==> src/rtl/endme_mc_core_pkg.sv <==
// Shared types for the multi-cycle EnDMe accumulator core: opcodes,
// FSM states and the 9-bit instruction decode.
package endme_mc_core_pkg;

   // ir[8] value that selects the load-immediate form
   localparam logic TYP_LDI = 1'b1;

   typedef enum logic [3:0] {
      OP_MOVA  = 4'h0,
      OP_MOVR  = 4'h1,
      OP_LDM   = 4'h2,
      OP_STM   = 4'h3,
      OP_ADD   = 4'h4,
      OP_SUB   = 4'h5,
      OP_AND   = 4'h6,
      OP_OR    = 4'h7,
      OP_XOR   = 4'h8,
      OP_SHL   = 4'h9,
      OP_SHR   = 4'hA,
      OP_BEQ   = 4'hB,
      OP_JMP   = 4'hC,
      OP_NOP_D = 4'hD,
      OP_NOP_E = 4'hE,
      OP_HALT  = 4'hF
   } opcode_e;

   typedef enum logic [1:0] {
      ST_FETCH,
      ST_EXEC,
      ST_MEM,
      ST_HALTED
   } core_state_e;

   // Decoded view of an instruction word; op/r and imm overlap in ir[7:0]
   typedef struct packed {
      logic       typ;
      opcode_e    op;
      logic [3:0] r;
      logic [7:0] imm;
   } instr_t;

   function automatic instr_t decode(input logic [8:0] ir);
      instr_t d;
      d.typ = ir[8];
      d.op  = opcode_e'(ir[7:4]);
      d.r   = ir[3:0];
      d.imm = ir[7:0];
      return d;
   endfunction

endpackage

==> src/rtl/endme_mc_core_regfile.sv <==
// Register file: one write port, one combinational read port, indexed by
// a 4-bit field. Indices at or beyond NREG read as zero and ignore writes.
module endme_regfile #(
   parameter int DATA_W = 8,
   parameter int NREG   = 16
) (
   input  logic              CLK,
   input  logic              RESET_N,
   input  logic              we,
   input  logic [3:0]        waddr,
   input  logic [DATA_W-1:0] wdata,
   input  logic [3:0]        raddr,
   output logic [DATA_W-1:0] rdata
);

   logic [NREG-1:0][DATA_W-1:0] regs;

   // Write port; an out-of-range index matches no entry, so it is dropped
   always_ff @(posedge CLK or negedge RESET_N) begin
      if (!RESET_N) begin
         regs <= '0;
      end else begin
         for (int i = 0; i < NREG; i++) begin
            if (we && (waddr == 4'(i))) regs[i] <= wdata;
         end
      end
   end

   // Read port; out-of-range index falls through to the zero default
   always_comb begin
      rdata = '0;
      for (int i = 0; i < NREG; i++) begin
         if (raddr == 4'(i)) rdata = regs[i];
      end
   end

endmodule

==> src/rtl/endme_mc_core.sv <==
// Multi-cycle EnDMe accumulator core. Fetches 9-bit instructions and
// accesses data memory over req/ack handshakes, so either memory may add
// wait states. FETCH -> EXEC -> (MEM) -> FETCH, with a terminal HALTED.
module endme_mc_core
   import endme_mc_core_pkg::*;
#(
   parameter int DATA_W = 8,
   parameter int NREG   = 16,
   parameter int PC_W   = 16,
   parameter int CNT_W  = 32
) (
   input  logic              CLK,
   input  logic              RESET_N,
   output logic              imem_req,
   output logic [PC_W-1:0]   imem_addr,
   input  logic              imem_ack,
   input  logic [8:0]        imem_rdata,
   output logic              dmem_req,
   output logic              dmem_we,
   output logic [DATA_W-1:0] dmem_addr,
   output logic [DATA_W-1:0] dmem_wdata,
   input  logic              dmem_ack,
   input  logic [DATA_W-1:0] dmem_rdata,
   output logic              halted,
   output logic [DATA_W-1:0] acc_out,
   output logic [CNT_W-1:0]  retired
);

   core_state_e        state;
   logic [PC_W-1:0]    pc;
   logic [DATA_W-1:0]  acc;
   logic [8:0]         ir;
   logic [CNT_W-1:0]   cnt;

   instr_t             d;
   logic [DATA_W-1:0]  rf_rd;
   logic               rf_we;
   logic [PC_W-1:0]    tgt;
   logic [PC_W-1:0]    pc_inc;
   logic [DATA_W-1:0]  acc_nxt;
   logic [PC_W-1:0]    pc_nxt;
   logic               is_mem;
   logic               is_halt;

   assign d       = decode(ir);
   assign tgt     = PC_W'(rf_rd);
   assign pc_inc  = pc + PC_W'(1);
   assign is_mem  = (d.typ != TYP_LDI) && ((d.op == OP_LDM) || (d.op == OP_STM));
   assign is_halt = (d.typ != TYP_LDI) && (d.op == OP_HALT);

   // MOVR writes on the EXEC commit edge so the next instruction sees it
   assign rf_we   = (state == ST_EXEC) && (d.typ != TYP_LDI) && (d.op == OP_MOVR);

   endme_regfile #(
      .DATA_W (DATA_W),
      .NREG   (NREG)
   ) u_rf (
      .CLK     (CLK),
      .RESET_N (RESET_N),
      .we      (rf_we),
      .waddr   (d.r),
      .wdata   (acc),
      .raddr   (d.r),
      .rdata   (rf_rd)
   );

   // ALU and next-pc for register/branch instructions committed in EXEC
   always_comb begin
      acc_nxt = acc;
      pc_nxt  = pc_inc;
      if (d.typ == TYP_LDI) begin
         acc_nxt = DATA_W'(d.imm);
      end else begin
         unique case (d.op)
            OP_MOVA: acc_nxt = rf_rd;
            OP_ADD:  acc_nxt = acc + rf_rd;
            OP_SUB:  acc_nxt = acc - rf_rd;
            OP_AND:  acc_nxt = acc & rf_rd;
            OP_OR:   acc_nxt = acc | rf_rd;
            OP_XOR:  acc_nxt = acc ^ rf_rd;
            OP_SHL:  acc_nxt = acc << 1;
            OP_SHR:  acc_nxt = acc >> 1;
            OP_BEQ:  if (acc == DATA_W'(1)) pc_nxt = tgt;
            OP_JMP:  pc_nxt = tgt;
            default: ;
         endcase
      end
   end

   // Core FSM; requests are registered and reset low immediately
   always_ff @(posedge CLK or negedge RESET_N) begin
      if (!RESET_N) begin
         state      <= ST_FETCH;
         pc         <= '0;
         acc        <= '0;
         ir         <= '0;
         cnt        <= '0;
         imem_req   <= 1'b0;
         dmem_req   <= 1'b0;
         dmem_we    <= 1'b0;
         dmem_addr  <= '0;
         dmem_wdata <= '0;
         halted     <= 1'b0;
      end else begin
         unique case (state)
            ST_FETCH: begin
               // req low only in the first cycle out of reset
               if (!imem_req) begin
                  imem_req <= 1'b1;
               end else if (imem_ack) begin
                  ir       <= imem_rdata;
                  imem_req <= 1'b0;
                  state    <= ST_EXEC;
               end
            end
            ST_EXEC: begin
               if (is_mem) begin
                  dmem_req   <= 1'b1;
                  dmem_we    <= (d.op == OP_STM);
                  dmem_addr  <= rf_rd;
                  dmem_wdata <= acc;
                  state      <= ST_MEM;
               end else if (is_halt) begin
                  halted <= 1'b1;
                  cnt    <= cnt + CNT_W'(1);
                  state  <= ST_HALTED;
               end else begin
                  acc      <= acc_nxt;
                  pc       <= pc_nxt;
                  cnt      <= cnt + CNT_W'(1);
                  imem_req <= 1'b1;
                  state    <= ST_FETCH;
               end
            end
            ST_MEM: begin
               if (dmem_ack) begin
                  if (!dmem_we) acc <= dmem_rdata;
                  dmem_req <= 1'b0;
                  dmem_we  <= 1'b0;
                  pc       <= pc_inc;
                  cnt      <= cnt + CNT_W'(1);
                  imem_req <= 1'b1;
                  state    <= ST_FETCH;
               end
            end
            ST_HALTED: ;
            default: state <= ST_FETCH;
         endcase
      end
   end

   assign imem_addr = pc;
   assign acc_out   = acc;
   assign retired   = cnt;

endmodule

==> config.mk <==
export PLATFORM = sky130hd
export DESIGN_NAME = endme_mc_core
export DESIGN_NICKNAME = d
export VERILOG_FILES = /design/src/rtl/endme_mc_core_pkg.sv /design/src/rtl/endme_mc_core_regfile.sv /design/src/rtl/endme_mc_core.sv
export SDC_FILE = /design/constraint.sdc
export NUM_CORES = 1
export LEC_CHECK = 0
export CORE_MARGIN = 8
export CORE_UTILIZATION = 40
export CTS_CLUSTER_SIZE = 30
export DETAILED_ROUTE_END_ITERATION = 8
export GPL_TIMING_DRIVEN = 0
export PLACE_DENSITY_LB_ADDON = 0.12
export SLEW_MARGIN = 10
export SYNTH_ARGS = -nofsm -noshare
export SYNTH_HDL_FRONTEND = slang
export SYNTH_SLANG_ARGS = --single-unit
==> constraint.sdc <==
create_clock -name CLK -period 5.2 [get_ports CLK]
set_clock_uncertainty 0.05 [all_clocks]
set_input_delay 1.56 -clock CLK [delete_from_list [all_inputs] [get_ports CLK]]
set_output_delay 1.56 -clock CLK [all_outputs]
set_load 0.005 [all_outputs]
==> run summary <==
The flow ran to the end, and the final reports show no timing, DRC or antenna violations. The leakage power total is 6.00 nW. The maximum clock frequency is 202 MHz. The setup-violating endpoint count in the final report is 0. The average instance in the mapped netlist occupies 9.47 um2. The number of violations reported at the end of detailed-routing iteration 0 is 769.

The wire length per cell is 21.3 um. After legalization and detailed placement, the total HPWL measured 26900 um. The total instance count after detailed placement is 1703.

The number of nets with antenna violations after routing is 0. The total power divided by cell area came out at 642 mW/mm2. Headroom to the max-slew limit came out at 0.395.

The insertion delay of the later-clocked pin in the worst-skew pair is 530 ps. The cell with the largest stage delay on the worst path is sky130_fd_sc_hd__o32ai_4. The placement row count is 62. IR analysis of the VDD net gives a maximum drop of 0.347 mV.

The share of cells above drive strength 1 came out at 0.103. The post-synthesis cell count came out at 1221. The worst-case setup margin in the final layout came out at 251 ps.

The total overflow left after global routing is 0. The average via count per standard cell came out at 5.64. The number of nets handed over by synthesis was 1273. The most used flip-flop cell after synthesis is sky130_fd_sc_hd__dfrtp_1. Summed over all instances, the cell type with the most area after synthesis is sky130_fd_sc_hd__dfrtp_1. The wire length after detailed routing is 37300 um. In the synthesized netlist the async set-or-reset flop fraction comes to 1.00. At the worst endpoint, the arrival time is 5290 ps. After synthesis, the cell types taking the most area are sky130_fd_sc_hd__dfrtp_1 (47%), sky130_fd_sc_hd__o21ai_0 (7.6%), sky130_fd_sc_hd__nand2_1 (6.5%). The register bit total from synthesis is 215.

Of the synthesized area, sequential elements account for 0.465. The floorplan step set the die width to 186 um. The data required time of the worst path is 5540 ps.

The global router's overall resource usage came out at 0.219. Port buffering added 96 buffers. The initial utilization of the core area, before any placement, comes to 0.404. The utilization after layout came out at 0.488. Sorting the synthesized cells by how often they occur yields sky130_fd_sc_hd__dfrtp_1 (215), sky130_fd_sc_hd__nand2_1 (200), sky130_fd_sc_hd__o21ai_0 (176).

The accumulated negative setup slack is 0 ps. The area growth from synthesis to layout came out at 20.7%. The share of the synthesized area in the top cell type came out at 0.465. Counting stages on the worst path, the most repeated cell is sky130_fd_sc_hd__buf_2.

In this run, CTS created clock tree buffers numbering 25. The area of the placeable core came out at 0.0286 mm2. The final antenna diode count is 0. The distinct cell type count after synthesis came out at 88. The highest net fanout along the worst path came out at 10. During synthesis, Yosys emitted a total of 0 warnings. The synthesized design contains 0 enable-type register cells. The peak per-stage delay on the critical path came out at 380 ps. Max-cap violations in this run came to 0. The post-route minimum period is 4950 ps. Clock-pin slew was measured on the worst setup and hold paths at 60 ps.

Setup repair after global routing left no endpoint under its margin. The finished layout holds 1748 standard cells, fillers aside. The number of clock sinks came out at 215. The number of antenna violations at the first check in global routing came to 0. The type of the most critical hold path is reg -> reg. The critical path in this run is classified as reg -> reg. The pre-antenna-repair detailed-routing pass consisted of 5 iterations. The post-synthesis instance area came out at 0.0116 mm2. The number of slew-limit violations in the final report came out at 0. The final-report hold violation count is 0.

After clock tree synthesis, the flow added hold-fix buffers numbering 0. The worst slack at placement is 163 ps. The detailed-route DRC error count is 0. Dividing the final minimum period by the clock period gives 0.952. The die is 186 um tall. The number of buffers between clock root and the deepest sink is 3.

TritonCTS built the clock tree. The number of levels in the clock H-tree is 1. The via count of the first global-routing pass is 9845. The root cell of the clock tree is sky130_fd_sc_hd__clkbuf_16.

The sum of internal, switching and leakage power came out at 8.97 mW. The first global-routing pass estimated 58400 um of wire. The startpoint type of the worst setup path is a flop. The via count of the routed design is 9860.

During I/O placement, the number of pins put on the boundary was 97. The most common cell in the synthesized netlist is sky130_fd_sc_hd__dfrtp_1. The pin count of the biggest net entering global routing came out at 102. The slew at the pin with the worst max-slew slack came out at 901 ps. The die covers 0.0346 mm2. The number of nets in the layout is 1398. Walking the worst path, the cells encountered are buf_2 -> buf_2 -> buf_4 -> buf_2 -> a311oi_1 -> o32ai_4 -> inv_1 -> ha_1 -> a21o_1 -> xnor2_1 -> ha_1 -> and3_1 -> a21oi_1 -> o21ai_0 -> or3_1 -> a31oi_1 -> a211oi_1 -> a211oi_1 -> o31ai_1.

The global placement routability congestion came out at 0.938. STA classifies the critical path endpoint as a flop.
==> cell type report <==
| class | instances | area (um2) |
|---|---|---|
| sequential | 215 | 5380 |
| tap | 384 | 480 |
| buffer | 76 | 380 |
| clock buffer | 35 | 753 |
| clock inverter | 10 | 133 |
| multi-input combinational | 897 | 5690 |
| fill | 2701 | 14700 |
| inverter | 33 | 124 |
| timing repair buffer | 98 | 1020 |
==> layout by cell type (no fill, tap or decap), types with 6 or more instances in the layout <==
master	Yosys	layout
sky130_fd_sc_hd__o21ai_0	176	176
sky130_fd_sc_hd__a21oi_1	54	54
sky130_fd_sc_hd__clkdlybuf4s50_1	0	95
sky130_fd_sc_hd__xor2_1	16	16
sky130_fd_sc_hd__o22ai_1	8	8
sky130_fd_sc_hd__mux4_2	9	9
sky130_fd_sc_hd__a22oi_1	7	7
sky130_fd_sc_hd__and3_1	12	12
sky130_fd_sc_hd__or3_1	6	6
sky130_fd_sc_hd__inv_1	26	26
sky130_fd_sc_hd__xnor2_1	34	34
sky130_fd_sc_hd__nand2b_1	13	13
sky130_fd_sc_hd__clkbuf_1	44	45
sky130_fd_sc_hd__nand2_1	200	200
sky130_fd_sc_hd__nor2_1	68	68
sky130_fd_sc_hd__mux2i_1	27	27
sky130_fd_sc_hd__ha_1	30	30
sky130_fd_sc_hd__nor3_1	14	14
sky130_fd_sc_hd__nand3_1	32	32
sky130_fd_sc_hd__nor2b_1	19	19
sky130_fd_sc_hd__a211oi_1	10	10
sky130_fd_sc_hd__mux2_2	32	32
sky130_fd_sc_hd__nand4_1	13	13
sky130_fd_sc_hd__clkbuf_8	0	9
sky130_fd_sc_hd__clkbuf_16	0	25
sky130_fd_sc_hd__buf_4	6	6
sky130_fd_sc_hd__buf_2	18	18
sky130_fd_sc_hd__a31oi_1	10	10
sky130_fd_sc_hd__dfrtp_1	215	215
==> worst max-delay path: cells and delay by family, from the launching register on <==
family | cells | cell delay (ps)
AND/OR/NAND/NOR | 2 | 510
XOR/XNOR | 1 | 120
flip-flops | 1 | 320
buffers and inverters | 5 | 1390
AO/OA/AOI/OAI | 9 | 1780
adder cells (fa/ha/maj) | 2 | 640
==> per-stage QoR <==
step | hold slack, ps | cell area, um2
after floorplan | 391 | 11600
after global placement | 405 | 13000
after detailed placement | 409 | 13100
after CTS | 420 | 14000
after global routing | 435 | 14000
final | 412 | 14000
==> path summary, 6_finish.rpt <==
check	from	endpoint	slack (ps)	cells past startpoint
max reg2reg	ir[1]	acc_out[5]	250	19
max	ir[1]	acc_out[5]	250	19
min reg2reg	retired[31]	retired[31]	410	1
min in group asynchronous	RESET_N	u_rf.regs[68]	850	1
max in group asynchronous	RESET_N	imem_addr[3]	3450	2
min	retired[31]	retired[31]	410	1
==> flip-flops by register name, indices dropped and copies added (netlist names) <==
signal      flops
acc_out         8
dmem_addr       8
dmem_req        1
dmem_wdata      8
dmem_we         1
halted          1
imem_addr      16
imem_req        1
ir              9
retired        32
state           2
u_rf.regs     128
==> cells by family (layout without fill, tap and decap cells) <==
logic type | Yosys count | count (layout) | share of synthesized area
simple gates | 405 | 405 | 0.162
compound gates | 340 | 340 | 0.180
flops | 215 | 215 | 0.465
buf+inv | 109 | 252 | 0.0435
mux | 70 | 70 | 0.0766
xor+xnor | 50 | 50 | 0.0379
fa+ha+maj | 32 | 32 | 0.0352
==> per-layer routing <==
metal / global-route usage / routed length, um / vias up
met5: 0 / 0 / -
met4: 0.0670 / 1150 / 0
met3: 0.0414 / 2650 / 62
met2: 0.331 / 16400 / 356
met1: 0.312 / 17100 / 4856
li1: - / - / 4586
==> repair_timing <==
action                     CTS  global route
setup endpoints to repair    0             4
resized for setup            0             2
hold endpoints to repair     0             0
buffers inserted             0             0
==> power by group <==
group | total, mW | leakage (nW) | switching [mW] | internal, mW
clock | 1.89 | 0.445 | 0.731 | 1.16
combinational | 4.66 | 2.64 | 2.83 | 1.83
sequential | 2.42 | 2.91 | 0.363 | 2.06
Power figures use the tool's default switching activity.
